<file path="config.mk">
export PLATFORM = sky130hd
export DESIGN_NAME = simon_decrypt
export DESIGN_NICKNAME = d
export VERILOG_FILES = /design/src/rtl/simon_pkg.sv /design/src/rtl/simon_key_step.sv /design/src/rtl/simon_decrypt.sv
export SDC_FILE = /design/constraint.sdc
export NUM_CORES = 1
export LEC_CHECK = 0
export BUFFER_PORTS_ARGS = -buffer_cell sky130_fd_sc_hd__clkbuf_2
export CAP_MARGIN = 20
export CORE_MARGIN = 5
export CORE_UTILIZATION = 30
export DETAILED_ROUTE_END_ITERATION = 7
export GPL_TIMING_DRIVEN = 0
export SYNTH_ARGS = -nofsm -noshare
export SYNTH_HDL_FRONTEND = slang
export SYNTH_SLANG_ARGS = --single-unit
</file>
<file path="constraint.sdc">
create_clock -name clk -period 5.3 [get_ports clk]
set_clock_uncertainty 0.05 [all_clocks]
set_input_delay 1.06 -clock clk [delete_from_list [all_inputs] [get_ports clk]]
set_output_delay 1.06 -clock clk [all_outputs]
set_load 0.02 [all_outputs]
</file>
<file path="src/rtl/simon_pkg.sv">
// Shared constants, FSM state type and word-level helpers for the Simon32/64
// decryption core.
package simon_pkg;

    localparam int WORD_W        = 16;
    localparam int KEY_WORDS     = 4;
    localparam int KEY_W         = WORD_W * KEY_WORDS;
    localparam int ROUNDS        = 32;
    localparam int KEY_FWD_STEPS = 28;

    // z0 constant sequence, written in reading order: element 0 sits in bit 61.
    localparam logic [61:0] Z0 =
        62'b11111010001001010110000111001101111101000100101011000011100110;

    typedef enum logic [1:0] {
        IDLE = 2'd0,
        KEY  = 2'd1,
        DEC  = 2'd2,
        DONE = 2'd3
    } state_t;

    typedef enum logic {
        SCHED_FWD = 1'b0,
        SCHED_INV = 1'b1
    } sched_dir_t;

    // Rotate a word left by n bits (0 < n < WORD_W).
    function automatic logic [WORD_W-1:0] rol_w(input logic [WORD_W-1:0] v,
                                                input int unsigned     n);
        return (v << n) | (v >> (WORD_W - n));
    endfunction

    // Rotate a word right by n bits (0 < n < WORD_W).
    function automatic logic [WORD_W-1:0] ror_w(input logic [WORD_W-1:0] v,
                                                input int unsigned     n);
        return (v >> n) | (v << (WORD_W - n));
    endfunction

    // Element idx of the z0 sequence; indices past the sequence read as zero.
    function automatic logic z0_bit(input logic [5:0] idx);
        logic [5:0] pos;
        if (idx > 6'd61) begin
            return 1'b0;
        end else begin
            pos = 6'd61 - idx;
            return Z0[pos];
        end
    endfunction

    // Simon round function f(v) = (v rol 1 & v rol 8) ^ (v rol 2).
    function automatic logic [WORD_W-1:0] simon_f(input logic [WORD_W-1:0] v);
        return (rol_w(v, 1) & rol_w(v, 8)) ^ rol_w(v, 2);
    endfunction

endpackage

</file>
<file path="src/rtl/simon_key_step.sv">
// One step of the Simon32/64 key schedule over a four-word sliding window.
// Forward: {k[i+3..i]} -> {k[i+4..i+1]}.  Inverse: {k[i+4..i+1]} -> {k[i+3..i]}.
module simon_key_step
    import simon_pkg::*;
(
    input  sched_dir_t         dir,
    input  logic               z_bit,
    input  logic [KEY_W-1:0]   win,
    output logic [KEY_W-1:0]   win_next
);

    logic [WORD_W-1:0] w0_s;
    logic [WORD_W-1:0] w1_s;
    logic [WORD_W-1:0] w2_s;
    logic [WORD_W-1:0] w3_s;
    logic [WORD_W-1:0] t_s;
    logic [WORD_W-1:0] zc_s;
    logic [WORD_W-1:0] word_s;

    assign w0_s = win[WORD_W-1:0];
    assign w1_s = win[2*WORD_W-1:WORD_W];
    assign w2_s = win[3*WORD_W-1:2*WORD_W];
    assign w3_s = win[4*WORD_W-1:3*WORD_W];

    // Constant term z0[i] ^ 3 as a full word.
    assign zc_s = 16'h0003 ^ {15'h0000, z_bit};

    // Compute the new window word and slide the window in the chosen direction.
    always_comb begin
        t_s      = 16'h0000;
        word_s   = 16'h0000;
        win_next = {KEY_W{1'b0}};
        if (dir == SCHED_INV) begin
            // Window holds k[i+4..i+1]; recover k[i] and shift it in at the bottom.
            t_s      = ror_w(w2_s, 3) ^ w0_s;
            word_s   = ~(w3_s ^ t_s ^ ror_w(t_s, 1) ^ zc_s);
            win_next = {w2_s, w1_s, w0_s, word_s};
        end else begin
            // Window holds k[i+3..i]; produce k[i+4] and shift it in at the top.
            t_s      = ror_w(w3_s, 3) ^ w1_s;
            word_s   = ~w0_s ^ t_s ^ ror_w(t_s, 1) ^ zc_s;
            win_next = {word_s, w3_s, w2_s, w1_s};
        end
    end

endmodule

</file>
<file path="src/rtl/simon_decrypt.sv">
// Iterative Simon32/64 decryption core.  An accepted block first runs the key
// schedule forward to the last round key, then peels rounds off from 31 down to
// 0 while walking the schedule backwards, so only a four-word key window is kept.
module simon_decrypt
    import simon_pkg::*;
(
    input  logic                clk,
    input  logic                rst,
    input  logic                in_valid,
    output logic                in_ready,
    input  logic [31:0]         ciphertext,
    input  logic [KEY_W-1:0]    key,
    output logic                out_valid,
    input  logic                out_ready,
    output logic [31:0]         plaintext,
    output logic                busy
);

    localparam logic [5:0] KEY_LAST = 6'(KEY_FWD_STEPS - 1);
    localparam logic [5:0] DEC_LAST = 6'(ROUNDS - 1);

    state_t             state_r;
    state_t             state_s;
    logic [5:0]         step_r;
    logic [5:0]         zi_r;
    logic [WORD_W-1:0]  x_r;
    logic [WORD_W-1:0]  y_r;
    logic [KEY_W-1:0]   key_win_r;
    logic [31:0]        plaintext_r;
    logic               in_ready_r;
    logic               out_valid_r;
    logic               busy_r;

    sched_dir_t         dir_s;
    logic               z_bit_s;
    logic [KEY_W-1:0]   key_win_nxt_s;
    logic [WORD_W-1:0]  round_x_s;
    logic [WORD_W-1:0]  round_y_s;

    assign in_ready  = in_ready_r;
    assign out_valid = out_valid_r;
    assign busy      = busy_r;
    assign plaintext = plaintext_r;

    simon_key_step u_key_step (
        .dir      (dir_s),
        .z_bit    (z_bit_s),
        .win      (key_win_r),
        .win_next (key_win_nxt_s)
    );

    // Schedule direction and z0 element for the current step.  In DEC the
    // counter sits one above the index being undone; once it reaches zero the
    // remaining inverse steps only need to shift the window.
    always_comb begin
        dir_s   = SCHED_FWD;
        z_bit_s = 1'b0;
        if (state_r == DEC) begin
            dir_s = SCHED_INV;
            if (zi_r != 6'd0) begin
                z_bit_s = z0_bit(zi_r - 6'd1);
            end else begin
                z_bit_s = 1'b0;
            end
        end else begin
            dir_s   = SCHED_FWD;
            z_bit_s = z0_bit(zi_r);
        end
    end

    // One inverse Feistel round with the top window word as round key.
    always_comb begin
        round_x_s = y_r;
        round_y_s = x_r ^ simon_f(y_r) ^ key_win_r[KEY_W-1:KEY_W-WORD_W];
    end

    // Next-state logic.
    always_comb begin
        state_s = state_r;
        case (state_r)
            IDLE: begin
                if (in_valid) begin
                    state_s = KEY;
                end else begin
                    state_s = IDLE;
                end
            end
            KEY: begin
                if (step_r == KEY_LAST) begin
                    state_s = DEC;
                end else begin
                    state_s = KEY;
                end
            end
            DEC: begin
                if (step_r == DEC_LAST) begin
                    state_s = DONE;
                end else begin
                    state_s = DEC;
                end
            end
            DONE: begin
                if (out_ready) begin
                    state_s = IDLE;
                end else begin
                    state_s = DONE;
                end
            end
            default: begin
                state_s = IDLE;
            end
        endcase
    end

    // State register and status flags, all derived from the upcoming state.
    always_ff @(posedge clk) begin
        if (rst) begin
            state_r     <= IDLE;
            in_ready_r  <= 1'b1;
            out_valid_r <= 1'b0;
            busy_r      <= 1'b0;
        end else begin
            state_r     <= state_s;
            in_ready_r  <= (state_s == IDLE);
            out_valid_r <= (state_s == DONE);
            busy_r      <= (state_s == KEY) || (state_s == DEC);
        end
    end

    // Datapath: capture on accept, walk the schedule, run the rounds.
    always_ff @(posedge clk) begin
        if (rst) begin
            step_r      <= 6'd0;
            zi_r        <= 6'd0;
            x_r         <= 16'h0000;
            y_r         <= 16'h0000;
            key_win_r   <= {KEY_W{1'b0}};
            plaintext_r <= 32'h0000_0000;
        end else begin
            case (state_r)
                IDLE: begin
                    if (in_valid) begin
                        x_r       <= ciphertext[31:16];
                        y_r       <= ciphertext[15:0];
                        key_win_r <= key;
                        step_r    <= 6'd0;
                        zi_r      <= 6'd0;
                    end else begin
                        step_r    <= step_r;
                    end
                end
                KEY: begin
                    key_win_r <= key_win_nxt_s;
                    zi_r      <= zi_r + 6'd1;
                    if (step_r == KEY_LAST) begin
                        step_r <= 6'd0;
                    end else begin
                        step_r <= step_r + 6'd1;
                    end
                end
                DEC: begin
                    x_r       <= round_x_s;
                    y_r       <= round_y_s;
                    key_win_r <= key_win_nxt_s;
                    step_r    <= step_r + 6'd1;
                    if (zi_r != 6'd0) begin
                        zi_r <= zi_r - 6'd1;
                    end else begin
                        zi_r <= 6'd0;
                    end
                    if (step_r == DEC_LAST) begin
                        plaintext_r <= {round_x_s, round_y_s};
                    end else begin
                        plaintext_r <= plaintext_r;
                    end
                end
                DONE: begin
                    plaintext_r <= plaintext_r;
                end
                default: begin
                    step_r <= 6'd0;
                    zi_r   <= 6'd0;
                end
            endcase
        end
    end

endmodule

</file>
# After elaboration in Yosys (flattened, before gate mapping)

Memories as Yosys holds them, arrays and structs flattened.
Cells that the tools add are included.

Register bits after elaboration: 145
Memories kept: 2
Input port bits: 100
ROM bits: 128
Output and inout port bits: 35
Word-level logic and storage cells: 88

Memories:

| name            | depth | bits a word | rd ports | clocked after Yosys merged registers in | write ports | RTL line        | source |
|---|---|---|---|---|---|---|---|
| (no name shown) | 64    | 1           | 1        | 0                                       | 0           | simon_pkg.sv:46 | `return Z0[pos];` |
| (no name shown) | 64    | 1           | 1        | 0                                       | 0           | simon_pkg.sv:46 |  |

Reductions and logical operators: 12
Muxes and demuxes: 24
Magnitude comparators: 4
Bitwise operators: 22
Eq/ne operators: 9
Add/subtract/negate cells: 5

Operator list:

| kind                                                  | number |
|---|---|
| XOR 16 bit                                            | 9 |
| two-way mux 64 bit                                    | 2 |
| case mux 64 bit (2 select lines)                      | 1 |
| case mux 16 bit (2 select lines)                      | 2 |
| case mux 6 bit (3 select lines)                       | 2 |
| two-way mux 16 bit                                    | 2 |
| NOT 16 bit                                            | 2 |
| OR 13 x 16 -> 16 bit                                  | 2 |
| OR 15 x 16 -> 16 bit                                  | 2 |
| XOR 16 x 2 -> 16 bit                                  | 2 |
| two-way mux 6 bit                                     | 3 |
| bitwise AND 16 bit                                    | 1 |
| OR 16 x 1 -> 16 bit                                   | 1 |
| OR 16 x 2 -> 16 bit                                   | 1 |
| OR 16 x 8 -> 16 bit                                   | 1 |
| < comparator 6 x 7 -> 1 bit (second input constant)   | 2 |
| adder 6 x 1 -> 6 bit (second input constant)          | 2 |
| equality test 6 x 5 -> 1 bit (second input constant)  | 2 |
| greater-than comparator 6 bit (second input constant) | 2 |
| subtractor 6 bit (first input constant)               | 2 |
| two-way mux 1 bit                                     | 9 |
| equality test 2 bit (second input constant)           | 4 |
| case mux 2 bit (4 select lines)                       | 1 |
| AND reduction 2 bit                                   | 4 |
| other kinds (11)                                      | 15 |

# Logic depth before layout (Yosys ltp)

Word-level depth: 12
Mapped depth: 13
Gate-level depth less buffers: 11

# Cells and area by module

From an unflattened synthesis, not the netlist that was laid out.

Cell total of the unflattened synthesis: 1,005
Area, all modules: 9,233.9 µm²

By module, submodules not included:

| module         | area an instance (µm²) | times used | cells each | seq. area each (µm²) |
|---|---|---|---|---|
| simon_decrypt  | 7,460.9                | 1          | 849        | 2,902.8 |
| simon_key_step | 1,773.0                | 1          | 156        | 0.0 |

# Worst setup path after synthesis

Ideal clock, no wire load.

Kind: flip-flop to flip-flop
Start point: register zi_r[0]
End point: register key_win_r[0]
Path slack: 2,311 ps
Data arrival time: 2,870 ps
Setup time: 69 ps
Cell stages (with the launch flop): 14
Period minus slack after synthesis: 2,989 ps
Data required time: 5,181 ps
Buffers on the path: 2
Cells stage by stage: dfxtp_1 buf_2 inv_1 ha_1 clkbuf_1 xor2_1 ha_1 xor2_1 xnor2_2 mux4_2 mux2i_1 a32oi_1 xor2_1 o21ai_1

Word-level cells in the longest chain between the ends: 12
Elaborated cells between the ends (all ways): 19

RTL lines:

| what                                    | RTL line             | source |
|---|---|---|
| from (decl)                             | simon_decrypt.sv:25  | `logic [5:0] zi_r;` |
| from (signal assigned)                  | simon_decrypt.sv:154 | `zi_r <= zi_r + 6'd1;` |
| from (signal assigned)                  | simon_decrypt.sv:167 | `zi_r <= zi_r - 6'd1;` |
| subtractor 6 x 1 -> 6 bit               | simon_decrypt.sv:61  | `z_bit_s = z0_bit(zi_r - 6'd1);` |
| subtractor 6 bit                        | simon_pkg.sv:45      | `pos = 6'd61 - idx;` |
| memory read (64 x 1 bit)                | --                   |  |
| two-way mux 1 bit (implied by the code) | simon_pkg.sv:46      |  |
| two-way mux 1 bit                       | simon_pkg.sv:42      | `if (idx > 6'd61) begin` |
| two-way mux 1 bit                       | simon_decrypt.sv:60  | `if (zi_r != 6'd0) begin` |
| two-way mux 1 bit *                     | simon_decrypt.sv:58  | `if (state_r == DEC) begin` |
| NOT 1 -> 2 bit (no line) *              | --                   |  |
| XOR 16 x 2 -> 16 bit *                  | simon_key_step.sv:36 | `word_s = ~(w3_s ^ t_s ^ ror_w(t_s, 1) ^ zc_s);` |
| NOT 16 bit *                            | simon_key_step.sv:36 |  |
| two-way mux 64 bit *                    | simon_key_step.sv:33 | `if (dir == SCHED_INV) begin` |
| case mux 64 bit (2 select lines) *      | simon_decrypt.sv:140 | `case (state_r)` |
| to (signal assigned)                    | simon_decrypt.sv:137 | `key_win_r <= {KEY_W{1'b0}};` |
| to (signal assigned)                    | simon_decrypt.sv:145 | `key_win_r <= key;` |
| to (signal assigned)                    | simon_decrypt.sv:153 | `key_win_r <= key_win_nxt_s;` |
| to (decl)                               | simon_decrypt.sv:28  | `logic [KEY_W-1:0] key_win_r;` |

Mark *: on every way between the ends. The rest lies on a longest branch, timed or not. The select of a mux whose other input is x is not followed.
A chain may end at the register's enable or synchronous reset.

# Worst setup path after layout

Ends and elaborated chain as after synthesis.

==> results.json <==
{
  "run_status": "finished clean",
  "worst-setup-path-type": "register to register",
  "multiplexer_share_of_the_synthesized_area_pct": 8.20,
  "tightest_slew_ns": 0.926,
  "seq_total_area_yosys_pct": 32.5,
  "postRouteAntennaNets": 0,
  "power_leakage_nw": 3.86,
  "cts_tree": "yes",
  "largest_net_degree_at_the_start_of_global_routing": 17,
  "critical_path.slowest_cell": "mux4_2",
  "worstRegToRegCells": 13,
  "fin_tns_setup_ns": 0,
  "drtPass1Iterations": 5,
  "global_route.usage.total_pct": 18.7,
  "cts_resized": 0,
  "detailed_place.area_mm2": 0.0101,
  "drt_first_iter_violations": 764,
  "synthAdderAreaFrac_pct": 2.75,
  "slew_violations": 0,
  "syn_inst_count": 1116,
  "worst-path-max-fanout": 10,
  "cts-root-to-sink-buffers": 2,
  "cts.clk_slew.worst_paths_ns": 0.07,
  "core.rowCount": 63,
  "dominant_combinational_cell_family_by_area_after_synthesis": "compound AO/OA/AOI/OAI gates",
  "worst-endpoint-required_ns": 5.57,
  "crit_path_cell_trace": "buf_2, inv_1, ha_1, clkbuf_1, xor2_1, ha_1, xor2_1, xnor2_2, mux4_2, mux2i_1, a32oi_1, xor2_1, o21ai_1",
  "yosys.area_share.xor_xnor_pct": 15.7,
  "maxCapViolCount": 0,
  "worst_skew_pair.late_latency_ns": 0.43,
  "fp.coreArea_mm2": 0.0295,
  "post_synth_instance_area_mm2": 0.00893,
  "detail_route.drc_violations": 0,
  "slew_headroom_pct": 38.3,
  "syn_avg_cell_area_um2": 8.00,
  "start_kind": "register",
  "die-height_um": 182,
  "final_layout_size_suffix_gt1_share_pct": 14.0,
  "post_synthesis_simple_gate_area_fraction_pct": 14.7,
  "hold_viol_final": 0,
  "via_per_inst": 5.20,
  "wl_per_cell_um": 19.2,
  "syn_nets": 1234,
  "place.port_buffers": 133,
  "report.final.setup_viol": 0,
  "number_of_synthesized_flops_with_an_enable_pin": 0,
  "timing.final.crit_share_pct": 67.3,
  "clock-sinks": 145,
  "yosysWarnings": 0,
  "floorplan.die.width_um": 182,
  "fillers": 3163,
  "timing.fmax_mhz": 280,
  "rsz0062_at_grt": "no",
  "hold-path-cell-count": 2,
  "grt_remaining_overflow": 0,
  "hold_buffers_post_cts": 0,
  "min-delay-path-class": "register to register",
  "synthFlopType": "dfxtp_1",
  "post_synth_num_cell_types": 58,
  "critical_path.endpoint_type": "register",
  "ys_seq_elements": 145,
  "antenna_violations_before_repair": 0,
  "h_tree_depth": 4,
  "vias": 8697,
  "via_count_of_the_first_global_routing_pass": 8312,
  "postSynth.asyncResetShare_pct": 0,
  "area_fraction_in_compound_gates_after_synthesis_pct": 20.9,
  "initial_utilization_pct": 30.3,
  "post_route_cell_area_mm2": 0.0107,
  "pin_count": 135,
  "dpl.hpwl_um": 24900,
  "min_period_ns": 3.57,
  "n_antenna_cell": 0,
  "drt_wl_total_um": 32000,
  "critPathMostFrequentCell": "xor2_1",
  "cts_made_buffers": 17,
  "finalWeightedCongestion": 0.942,
  "global_route_wire_length_before_repair_um": 48800,
  "arrival_ns": 3.83,
  "power.density_cell_area_mw_per_mm2": 302,
  "final_nets": 1386,
  "cts_root_buffer": "clkbuf_16",
  "ir_worst_vdd_mv": 0.205,
  "area_growth_pct": 19.8,
  "crit_path_max_incr_delay_ns": 0.54,
  "die_area_mm2": 0.0333,
  "post-cts-setup-buffer-count": 0
}
==> cells in the final DEF (no fill, tap or decap), drive strengths merged, types with 2 or more instances in the layout <==
master,n
nand2b,2
clkbuf,236
a21oi,107
a21o,2
nor3,4
buf,19
o21a,3
nand4,7
bufinv,2
o22ai,2
nor4,4
nor3b,2
nand2,138
a221oi,3
maj3,2
mux2,3
and2,2
clkinv,2
o211ai,37
and3,2
xor2,30
inv,28
o32ai,2
nand3,5
mux4,3
xnor2,127
a211oi,95
nor2,147
mux2i,63
nand3b,2
dfxtp,145
o211a,8
nor2b,4
ha,18
o21ai,7
==> critical path, delay by kind of cell (launching register included) <==
kind | cells | cell delay [ns]
adders and majority gates | 2 | 0.49
xor gates and xnor gates | 4 | 0.91
buffers and inverters | 3 | 0.63
AOI/OAI and AO/OA | 2 | 0.22
muxes | 2 | 0.75
DFF | 1 | 0.40
==> synth_stat cells, types with 2 or more instances <==
library cell / instances / share of area (%)
nor2_1: 147 / 6.2
dfxtp_1: 145 / 33
nand2_1: 138 / 5.8
xnor2_1: 126 / 12
a21oi_1: 107 / 6.0
a211oi_1: 95 / 8.0
clkbuf_1: 86 / 3.6
mux2i_1: 63 / 7.1
o211ai_1: 37 / 3.1
xor2_1: 29 / 2.8
ha_1: 18 / 2.5
inv_1: 17 / 0.71
buf_1: 16 / 0.67
o211a_1: 8 / 0.90
nand4_1: 7 / 0.49
nand3_1: 5 / 0.28
nor2b_1: 4 / 0.28
nor3_1: 4 / 0.22
nor4_1: 4 / 0.28
o21ai_0: 4 / 0.22
mux2_2: 3 / 0.38
mux4_2: 3 / 0.76
o21a_1: 3 / 0.25
o21ai_1: 3 / 0.17
a21o_1: 2 / 0.17
a221oi_1: 2 / 0.20
and2_1: 2 / 0.14
and3_1: 2 / 0.14
buf_2: 2 / 0.11
maj3_1: 2 / 0.22
nand2b_1: 2 / 0.14
nand3b_1: 2 / 0.17
nor3b_1: 2 / 0.17
o22ai_1: 2 / 0.14
==> final cells by class <==
type / count / area [um2] / share of cell area (%)
clock inverters: 15 / 185 / 1.73
flip-flops and latches: 145 / 2900 / 27.2
multi-input cells: 849 / 5560 / 52.0
plain buffers: 105 / 404 / 3.78
well taps: 390 / 488 / 4.56
inverters: 17 / 63.8 / 0.597
clock buffers: 17 / 425 / 3.98
repair buffers: 133 / 666 / 6.23
==> per-stage QoR <==
| stage | worst slack [ns] | hold slack [ns] | power, mW | instances | utilization, % |
|---|---|---|---|---|---|
| global route | 1.41 | 0.425 | 3.35 | 1671 | 36.3 |
| floorplan | 2.31 | 0.416 | 1.74 | 1116 | - |
| global placement | 1.79 | 0.396 | 1.95 | 1639 | 34.2 |
| finish | 1.73 | 0.409 | 3.22 | 1671 | 36.3 |
| detailed placement | 1.72 | 0.400 | 1.96 | 1639 | 34.2 |
| CTS | 1.69 | 0.409 | 3.23 | 1671 | 36.3 |
==> sequential cells by signal (all words and copies together) (netlist names) <==
name and cells:
key_win_r 64, plaintext 32, round_x_s 16, x_r 16
step_r 6, zi_r 6, state_r 2, busy 1
in_ready 1, out_valid 1
==> report_power, final <==
group	internal (mW)	switching (mW)	leakage (nW)
Sequential	1.15	0.0736	1.19
Clock	0.720	0.557	0.305
Combinational	0.310	0.412	2.37
==> logic make-up after synthesis <==
kind of cell    after synthesis
mux                          69
xor+xnor                    157
buf+inv                     122
compound gates              279
simple gates                324
flops                       145
fa+ha+maj                    20
==> routing by layer <==
layer | track usage (%) | wire length [um]
met5 | 0 | 0
met4 | 6.87 | 1060
met3 | 3.43 | 2150
met2 | 30.1 | 14800
met1 | 25.0 | 14100
==> final timing paths <==
kind	start	end	slack (ns)
hold / removal	plaintext[25]$_SDFFE_PP0P_	plaintext[25]$_SDFFE_PP0P_	0.41
setup / recovery	zi_r[0]$_SDFFE_PP0P_	key_win_r[0]$_SDFFE_PP0P_	1.73
setup reg to reg	zi_r[0]$_SDFFE_PP0P_	key_win_r[0]$_SDFFE_PP0P_	1.73
hold reg to reg	plaintext[25]$_SDFFE_PP0P_	plaintext[25]$_SDFFE_PP0P_	0.41
No activity file was read; power rests on OpenSTA's default activity.
